**config.mk**
```make
export PLATFORM = sky130hd
export DESIGN_NAME = alu_result_collector_flat
export DESIGN_NICKNAME = d
export VERILOG_FILES = /design/src/rtl/alu_result_collector_if.sv /design/src/rtl/alu_result_collector.sv /design/src/flat_wrapper.sv
export SDC_FILE = /design/constraint.sdc
export NUM_CORES = 1
export LEC_CHECK = 0
export CELL_PAD_IN_SITES_DETAIL_PLACEMENT = 1
export CELL_PAD_IN_SITES_GLOBAL_PLACEMENT = 2
export CORE_AREA = 2 2 157 159
export DETAILED_ROUTE_END_ITERATION = 6
export DIE_AREA = 0 0 159 161
export PLACE_DENSITY = 0.53
export SYNTH_ARGS = -nofsm -noshare
export SYNTH_HDL_FRONTEND = slang
export SYNTH_SLANG_ARGS = --single-unit
```
**constraint.sdc**
```tcl
create_clock -name clk -period 3.6 [get_ports clk]
set_input_delay 0.54 -clock clk [delete_from_list [all_inputs] [get_ports clk]]
set_output_delay 0.54 -clock clk [all_outputs]
set_load 0.02 [all_outputs]
```
**src/rtl/alu_result_collector_if.sv**
```systemverilog
// Handshake bundle between the alu32 result producer, the result collector
// and the downstream consumer. The master side is the producer/consumer pair
// (or a bench). The slave side is the collector.
interface alu_result_collector_if #(
    parameter int WIDTH = 32,
    parameter int CNT_W = 3
);
    logic             in_valid;
    logic             in_ready;
    logic [2:0]       in_op;
    logic [WIDTH-1:0] in_s;
    logic             in_cout;
    logic             out_valid;
    logic             out_ready;
    logic [2:0]       out_op;
    logic [WIDTH-1:0] out_s;
    logic             out_cout;
    logic             out_zero;
    logic             out_neg;
    logic [CNT_W-1:0] count;
    logic             drop_sticky;

    modport master (
        output in_valid, in_op, in_s, in_cout, out_ready,
        input  in_ready, out_valid, out_op, out_s, out_cout, out_zero, out_neg,
               count, drop_sticky
    );

    modport slave (
        input  in_valid, in_op, in_s, in_cout, out_ready,
        output in_ready, out_valid, out_op, out_s, out_cout, out_zero, out_neg,
               count, drop_sticky
    );
endinterface

```
**src/rtl/alu_result_collector.sv**
```systemverilog
// Receive end of the alu32 result path: a show-ahead FIFO of
// {op, cout, result} entries with valid/ready on both sides.
// Optional feature macro: ALU_FLAGS_EN stores zero/negative flags per entry
// and presents them on out_zero/out_neg. Without it, both flags read 0.
module alu_result_collector #(
    parameter int WIDTH = 32,
    parameter int DEPTH = 4,
    parameter int CNT_W = 3
) (
    input logic                   clk,
    input logic                   reset,
    alu_result_collector_if.slave bus
);
    localparam int PTR_W = (DEPTH > 1) ? $clog2(DEPTH) : 1;
`ifdef ALU_FLAGS_EN
    localparam int ENT_W = WIDTH + 6;
`else
    localparam int ENT_W = WIDTH + 4;
`endif

    // Entry layout: [WIDTH-1:0] result, [WIDTH] carry, [WIDTH+3:WIDTH+1] op,
    // and with flags enabled [WIDTH+4] zero, [WIDTH+5] negative.
    logic [ENT_W-1:0] mem_q [DEPTH];
    logic [ENT_W-1:0] wdata;
    logic [ENT_W-1:0] head;

    logic [PTR_W-1:0] wr_ptr_q, wr_ptr_d;
    logic [PTR_W-1:0] rd_ptr_q, rd_ptr_d;
    logic [CNT_W-1:0] count_q, count_d;
    logic             drop_q, drop_d;
    logic             full, empty, push, pop;

    // Next-state for pointers, occupancy and the drop flag. Full refuses a
    // push even when the head pops in the same cycle.
    always_comb begin
        full     = (count_q == CNT_W'(DEPTH));
        empty    = (count_q == '0);
        push     = bus.in_valid & ~full;
        pop      = bus.out_ready & ~empty;
        wr_ptr_d = push ? wr_ptr_q + PTR_W'(1) : wr_ptr_q;
        rd_ptr_d = pop ? rd_ptr_q + PTR_W'(1) : rd_ptr_q;
        count_d  = count_q;
        if (push && !pop) begin
            count_d = count_q + CNT_W'(1);
        end else if (pop && !push) begin
            count_d = count_q - CNT_W'(1);
        end
        drop_d = drop_q | (bus.in_valid & full);
    end

    // Control state, asynchronously cleared.
    always_ff @(posedge clk or posedge reset) begin
        if (reset) begin
            wr_ptr_q <= '0;
            rd_ptr_q <= '0;
            count_q  <= '0;
            drop_q   <= 1'b0;
        end else begin
            wr_ptr_q <= wr_ptr_d;
            rd_ptr_q <= rd_ptr_d;
            count_q  <= count_d;
            drop_q   <= drop_d;
        end
    end

    // Pack the incoming result; flags are derived here so the head path is
    // a plain read.
    always_comb begin
        wdata = '0;
        wdata[WIDTH-1:0]       = bus.in_s;
        wdata[WIDTH]           = bus.in_cout;
        wdata[WIDTH+3:WIDTH+1] = bus.in_op;
`ifdef ALU_FLAGS_EN
        wdata[WIDTH+4] = ~|bus.in_s;
        wdata[WIDTH+5] = bus.in_s[WIDTH-1];
`endif
    end

    // Storage array; contents are deliberately left untouched by reset.
    always_ff @(posedge clk) begin
        if (push) begin
            mem_q[wr_ptr_q] <= wdata;
        end
    end

    // Show-ahead head presentation, masked to 0 while empty.
    always_comb begin
        head          = mem_q[rd_ptr_q];
        bus.in_ready  = ~full;
        bus.out_valid = ~empty;
        bus.out_op    = '0;
        bus.out_s     = '0;
        bus.out_cout  = 1'b0;
        bus.out_zero  = 1'b0;
        bus.out_neg   = 1'b0;
        if (!empty) begin
            bus.out_op   = head[WIDTH+3:WIDTH+1];
            bus.out_s    = head[WIDTH-1:0];
            bus.out_cout = head[WIDTH];
`ifdef ALU_FLAGS_EN
            bus.out_zero = head[WIDTH+4];
            bus.out_neg  = head[WIDTH+5];
`endif
        end
        bus.count       = count_q;
        bus.drop_sticky = drop_q;
    end
endmodule

```
**src/flat_wrapper.sv**
```systemverilog
// flat-port wrapper written by rule: the top's interface ports become plain ports
module alu_result_collector_flat 
#(
    parameter int WIDTH = 32,
    parameter int DEPTH = 4,
    parameter int CNT_W = 3
)
  (clk, reset, bus_in_valid, bus_in_op, bus_in_s, bus_in_cout, bus_out_ready, bus_in_ready, bus_out_valid, bus_out_op, bus_out_s, bus_out_cout, bus_out_zero, bus_out_neg, bus_count, bus_drop_sticky);
  alu_result_collector_if #(.WIDTH(WIDTH), .CNT_W(CNT_W)) bus_i ();
  input logic clk;
  input logic reset;
  input wire logic [$bits(bus_i.in_valid)-1:0] bus_in_valid;
  input wire logic [$bits(bus_i.in_op)-1:0] bus_in_op;
  input wire logic [$bits(bus_i.in_s)-1:0] bus_in_s;
  input wire logic [$bits(bus_i.in_cout)-1:0] bus_in_cout;
  input wire logic [$bits(bus_i.out_ready)-1:0] bus_out_ready;
  output wire logic [$bits(bus_i.in_ready)-1:0] bus_in_ready;
  output wire logic [$bits(bus_i.out_valid)-1:0] bus_out_valid;
  output wire logic [$bits(bus_i.out_op)-1:0] bus_out_op;
  output wire logic [$bits(bus_i.out_s)-1:0] bus_out_s;
  output wire logic [$bits(bus_i.out_cout)-1:0] bus_out_cout;
  output wire logic [$bits(bus_i.out_zero)-1:0] bus_out_zero;
  output wire logic [$bits(bus_i.out_neg)-1:0] bus_out_neg;
  output wire logic [$bits(bus_i.count)-1:0] bus_count;
  output wire logic [$bits(bus_i.drop_sticky)-1:0] bus_drop_sticky;
  assign bus_i.in_valid = bus_in_valid;
  assign bus_i.in_op = bus_in_op;
  assign bus_i.in_s = bus_in_s;
  assign bus_i.in_cout = bus_in_cout;
  assign bus_i.out_ready = bus_out_ready;
  assign bus_in_ready = bus_i.in_ready;
  assign bus_out_valid = bus_i.out_valid;
  assign bus_out_op = bus_i.out_op;
  assign bus_out_s = bus_i.out_s;
  assign bus_out_cout = bus_i.out_cout;
  assign bus_out_zero = bus_i.out_zero;
  assign bus_out_neg = bus_i.out_neg;
  assign bus_count = bus_i.count;
  assign bus_drop_sticky = bus_i.drop_sticky;
  alu_result_collector #(.WIDTH(WIDTH), .DEPTH(DEPTH), .CNT_W(CNT_W)) u_core (.clk(clk), .reset(reset), .bus(bus_i));
endmodule
```
==> metrics.md <==
| Metric | Value |
|---|---|
| Status | finished, final reports clean |
| Detailed placement HPWL | 7750 um |
| Sequential fraction of the synthesis area | roughly three quarters |
| Num CTS Buffers | 17 |
| Setup bufs post-CTS | 0 |
| Hold Vio Cnt, Final | 0 |
| Initial Util | between 20 and 25% |
| Tcrit/Tclk final | 89.0% |
| Crit path max fanout | 22 |
| Avg Cell Area, Syn | about 22 um^2 |
| Area of the multi-input gates | approximately 0.0013 mm^2 |
| Hold-fix buffers, CTS | 0 |
| Final WL | approximately 13000 um |
| Die Span X | approximately 160 um |
| Slew headroom | around half |
| CTS Sinks | 152 |
| #FFs+latches synth | 152 |
| N_diodes | 0 |
| Final WS setup | 0.396 ns |
| Port Buf Inserts | 81 |
| Tmin final | ~3.2 ns |
| Leak Pwr | 0.00251 uW |
| Unrepaired setup endpoints after global routing | no |
| Rows | between 50 and 60 |
| Post-DP Area | between 0.007 and 0.008 mm^2 |
| VDD IR max | 0.266 mV |
| Register area | around 0.0045 mm^2 |
| Post-Place Cells | ~670 |
| Root Buffer | clkbuf_16 |
| CP Capture Type | output port |
| Die area | approximately 0.026 mm^2 |
| Clk slew on worst S/H paths | about 0.060 ns |
| Total negative slack | 0 ns |
| Initial antenna violation count | 0 |
| Total gr overflow | 0 |
| GRT Overall Usage | 10.4% |
| Startpoint types | flop |
| Post-synthesis cell count | 270 |
| Iteration-0 DRC Markers | 86 |
| R2r startpoint | u_core.bus.count[0]$_DFFE_PP0P_ |
| First-pass GRT wire length | roughly 20000 um |
| Reported net switching power | 2230 uW |
| Seq pwr share | between 30% and 40% |
| Layout Nets | between 400 and 500 |
| Largest net degree at the start of global routing | 40 |
| Via density per instance | about 4.1 |
| Switching share of power | about a third |
| Pwr dens | slightly below 900 mW/mm^2 |
| Synthesis-to-layout area growth | 30.5% |
| Setup violators final | 0 |
| TritonRoute pass-1 iters | 4 |
| Final ANT Viol Nets | 0 |
| CTS tree | yes |
| Max frequency | 0.312 GHz |
| Syn Std Cell Area | between 0.005 and 0.006 mm^2 |
| Combinational power share | 38.1% |
| Finished Layout Cells | roughly 700 |
| Final Instance Area | approximately 0.0077 mm^2 |
| Int Power | between 4000 and 5000 uW |
| CP startpoint | u_core.rd_ptr_q[0]$_DFFE_PP0P_ |
| Share of cells above drive strength 1 | between 20% and 30% |
| Worst-Skew Late Latency | 0.42 ns |
| Vias in the first global route | 3285 |
| Pre-CTS setup slack | approximately 0.76 ns |
| Clock power share | between 20% and 30% |
| Max cap viols | 0 |
| Fill cell count | between 2000 and 2500 |
| Yosys Warn Count | 0 |
| Yosys cell types | 23 |
| GPL Wtd Cong | between 0.6 and 0.7 |
| Skew final | between 0.006 and 0.007 ns |
| Actual slew at the worst max-slew pin | between 0.7 and 0.8 ns |
| IO Pins | 84 |
| Clock Tree Buf Depth | 2 |
| Kind of critical path | reg2out |
| Core region area | about 0.024 mm^2 |
| Drt drc | 0 |
| CP Data Required Time | 3.06 ns |
| Drt wl/cell | about 18 um |
| Die height | 161 um |
| CTS HTree Levels | 4 |
| Hold WC Path Type | in2async |
| Fin. max-slew vios | 0 |
| PostCTS Resize Cnt | 0 |
| Vias | approximately 2900 |
| Arrival time at the worst endpoint | around 2.7 ns |
## worst max-delay path: stages (launching register included)
cell	delay, ns
dfrtp_4	0.74
buf_12	0.26
mux4_2	0.51
and2_1	0.18
clkdlybuf4s50_1	0.54
## power by group through the flow
stage	logic, uW	clock network (uW)	registers (uW)
final	2620	1730	2530
after global routing	2810	1850	2580
after CTS	2700	1780	2540
after detailed placement	2690	0	2580
after global placement	2690	0	2560
after floorplan	1600	0	2490
## stage by stage
stage / power (uW) / utilization (%) / hold WS (ns)
5_1_grt: 7240 / 32.1 / 0.377
4_1_cts: 7030 / 32.1 / 0.363
2_1_floorplan: 4090 / - / 0.356
3_5_place_dp: 5270 / 29.8 / 0.448
6_report: 6870 / 32.1 / 0.367
3_3_place_gp: 5250 / 29.8 / 0.445
## state kept, by name, summed over array words and instances (netlist names)
| signal | count |
|---|---|
| u_core.mem_q | 144 |
| u_core.rd_ptr_q | 2 |
| u_core.bus.count | 3 |
| u_core.bus.drop_sticky | 1 |
| u_core.wr_ptr_q | 2 |
## worst paths after layout
path	endpoint	slack (ns)	depth (start not counted)
max	bus_out_s[6]	0.40	4
min	u_core.bus.drop_sticky$_DFF_PP0_	0.37	2
max reg2reg	u_core.bus.count[2]$_DFFE_PP0P_	0.86	8
min reg2reg	u_core.bus.drop_sticky$_DFF_PP0_	0.46	1
max in group asynchronous	u_core.rd_ptr_q[0]$_DFFE_PP0P_	2.95	2
min in group clk	u_core.bus.drop_sticky$_DFF_PP0_	0.46	1
## logic make-up (layout without fill, tap and decap cells)
family	after synthesis	in the layout	synth area share (%)
other	1	2	0.0636
muxes	38	38	14.1
DFF	152	152	76.7
adders and majority gates	6	6	1.40
and+or+nand+nor	46	46	4.79
xor gates and xnor gates	6	6	0.891
buffers and inverters	20	129	1.91
AOI/OAI and AO/OA	1	1	0.127
## synthesized netlist by cell type
cell	count	area, um^2
edfxtp_1	144	4320
and2_1	40	250
mux4_2	36	811
dfrtp_1	8	200
buf_2	6	30.0
ha_1	5	62.6
inv_1	5	18.8
clkbuf_1	4	15.0
xnor2_1	4	35.0
buf_6	3	33.8
buf_4	2	15.0
xor2_1	2	17.5
a21o_1	1	7.51
conb_1	1	3.75
fa_1	1	20.0
mux2_1	1	11.3
mux2_2	1	11.3
nand2_1	1	3.75
nand3_1	1	5.00
nor2_1	1	3.75
nor2b_1	1	6.26
nor3b_1	1	7.51
or3_1	1	6.26
## placed cells by master (no fill, tap or decap)
| cell | n |
|---|---|
| nor2_1 | 1 |
| conb_1 | 2 |
| buf_4 | 10 |
| clkinvlp_4 | 2 |
| inv_1 | 5 |
| dfrtp_1 | 6 |
| a21o_1 | 1 |
| fa_1 | 1 |
| nor2b_1 | 1 |
| buf_12 | 1 |
| mux2_2 | 1 |
| and2_1 | 36 |
| xor2_1 | 2 |
| mux2_1 | 1 |
| or3_2 | 1 |
| clkinv_4 | 1 |
| inv_6 | 7 |
| ha_1 | 5 |
| mux4_2 | 36 |
| bufinv_16 | 1 |
| clkbuf_16 | 17 |
| dfrtp_4 | 1 |
| inv_8 | 1 |
| and2_2 | 4 |
| nand3_1 | 1 |
| nand2_1 | 1 |
| xnor2_1 | 4 |
| edfxtp_1 | 144 |
| dfrtp_2 | 1 |
| clkdlybuf4s50_1 | 81 |
| clkinv_2 | 3 |
| nor3b_1 | 1 |
## cell type report
cell class / instances / area share (%)
Multi-Input combinational cell: 99 / 16.5
Tap cell: 324 / 5.27
Clock buffer: 17 / 5.53
Clock inverter: 15 / 1.84
Sequential cell: 152 / 58.8
Timing Repair Buffer: 92 / 11.8
Inverter: 5 / 0.244
## per-layer routing
| layer | global-route usage (%) | up-vias | part of all wire [%] |
|---|---|---|---|
| li1 | - | 1263 | - |
| met3 | 3.06 | 14 | 3.9 |
| met5 | 0 | - | 0 |
| met1 | 12.8 | 1525 | 44 |
| met2 | 17.5 | 64 | 51 |
| met4 | 3.97 | 0 | 1.3 |
Power figures use the tool's default switching activity.
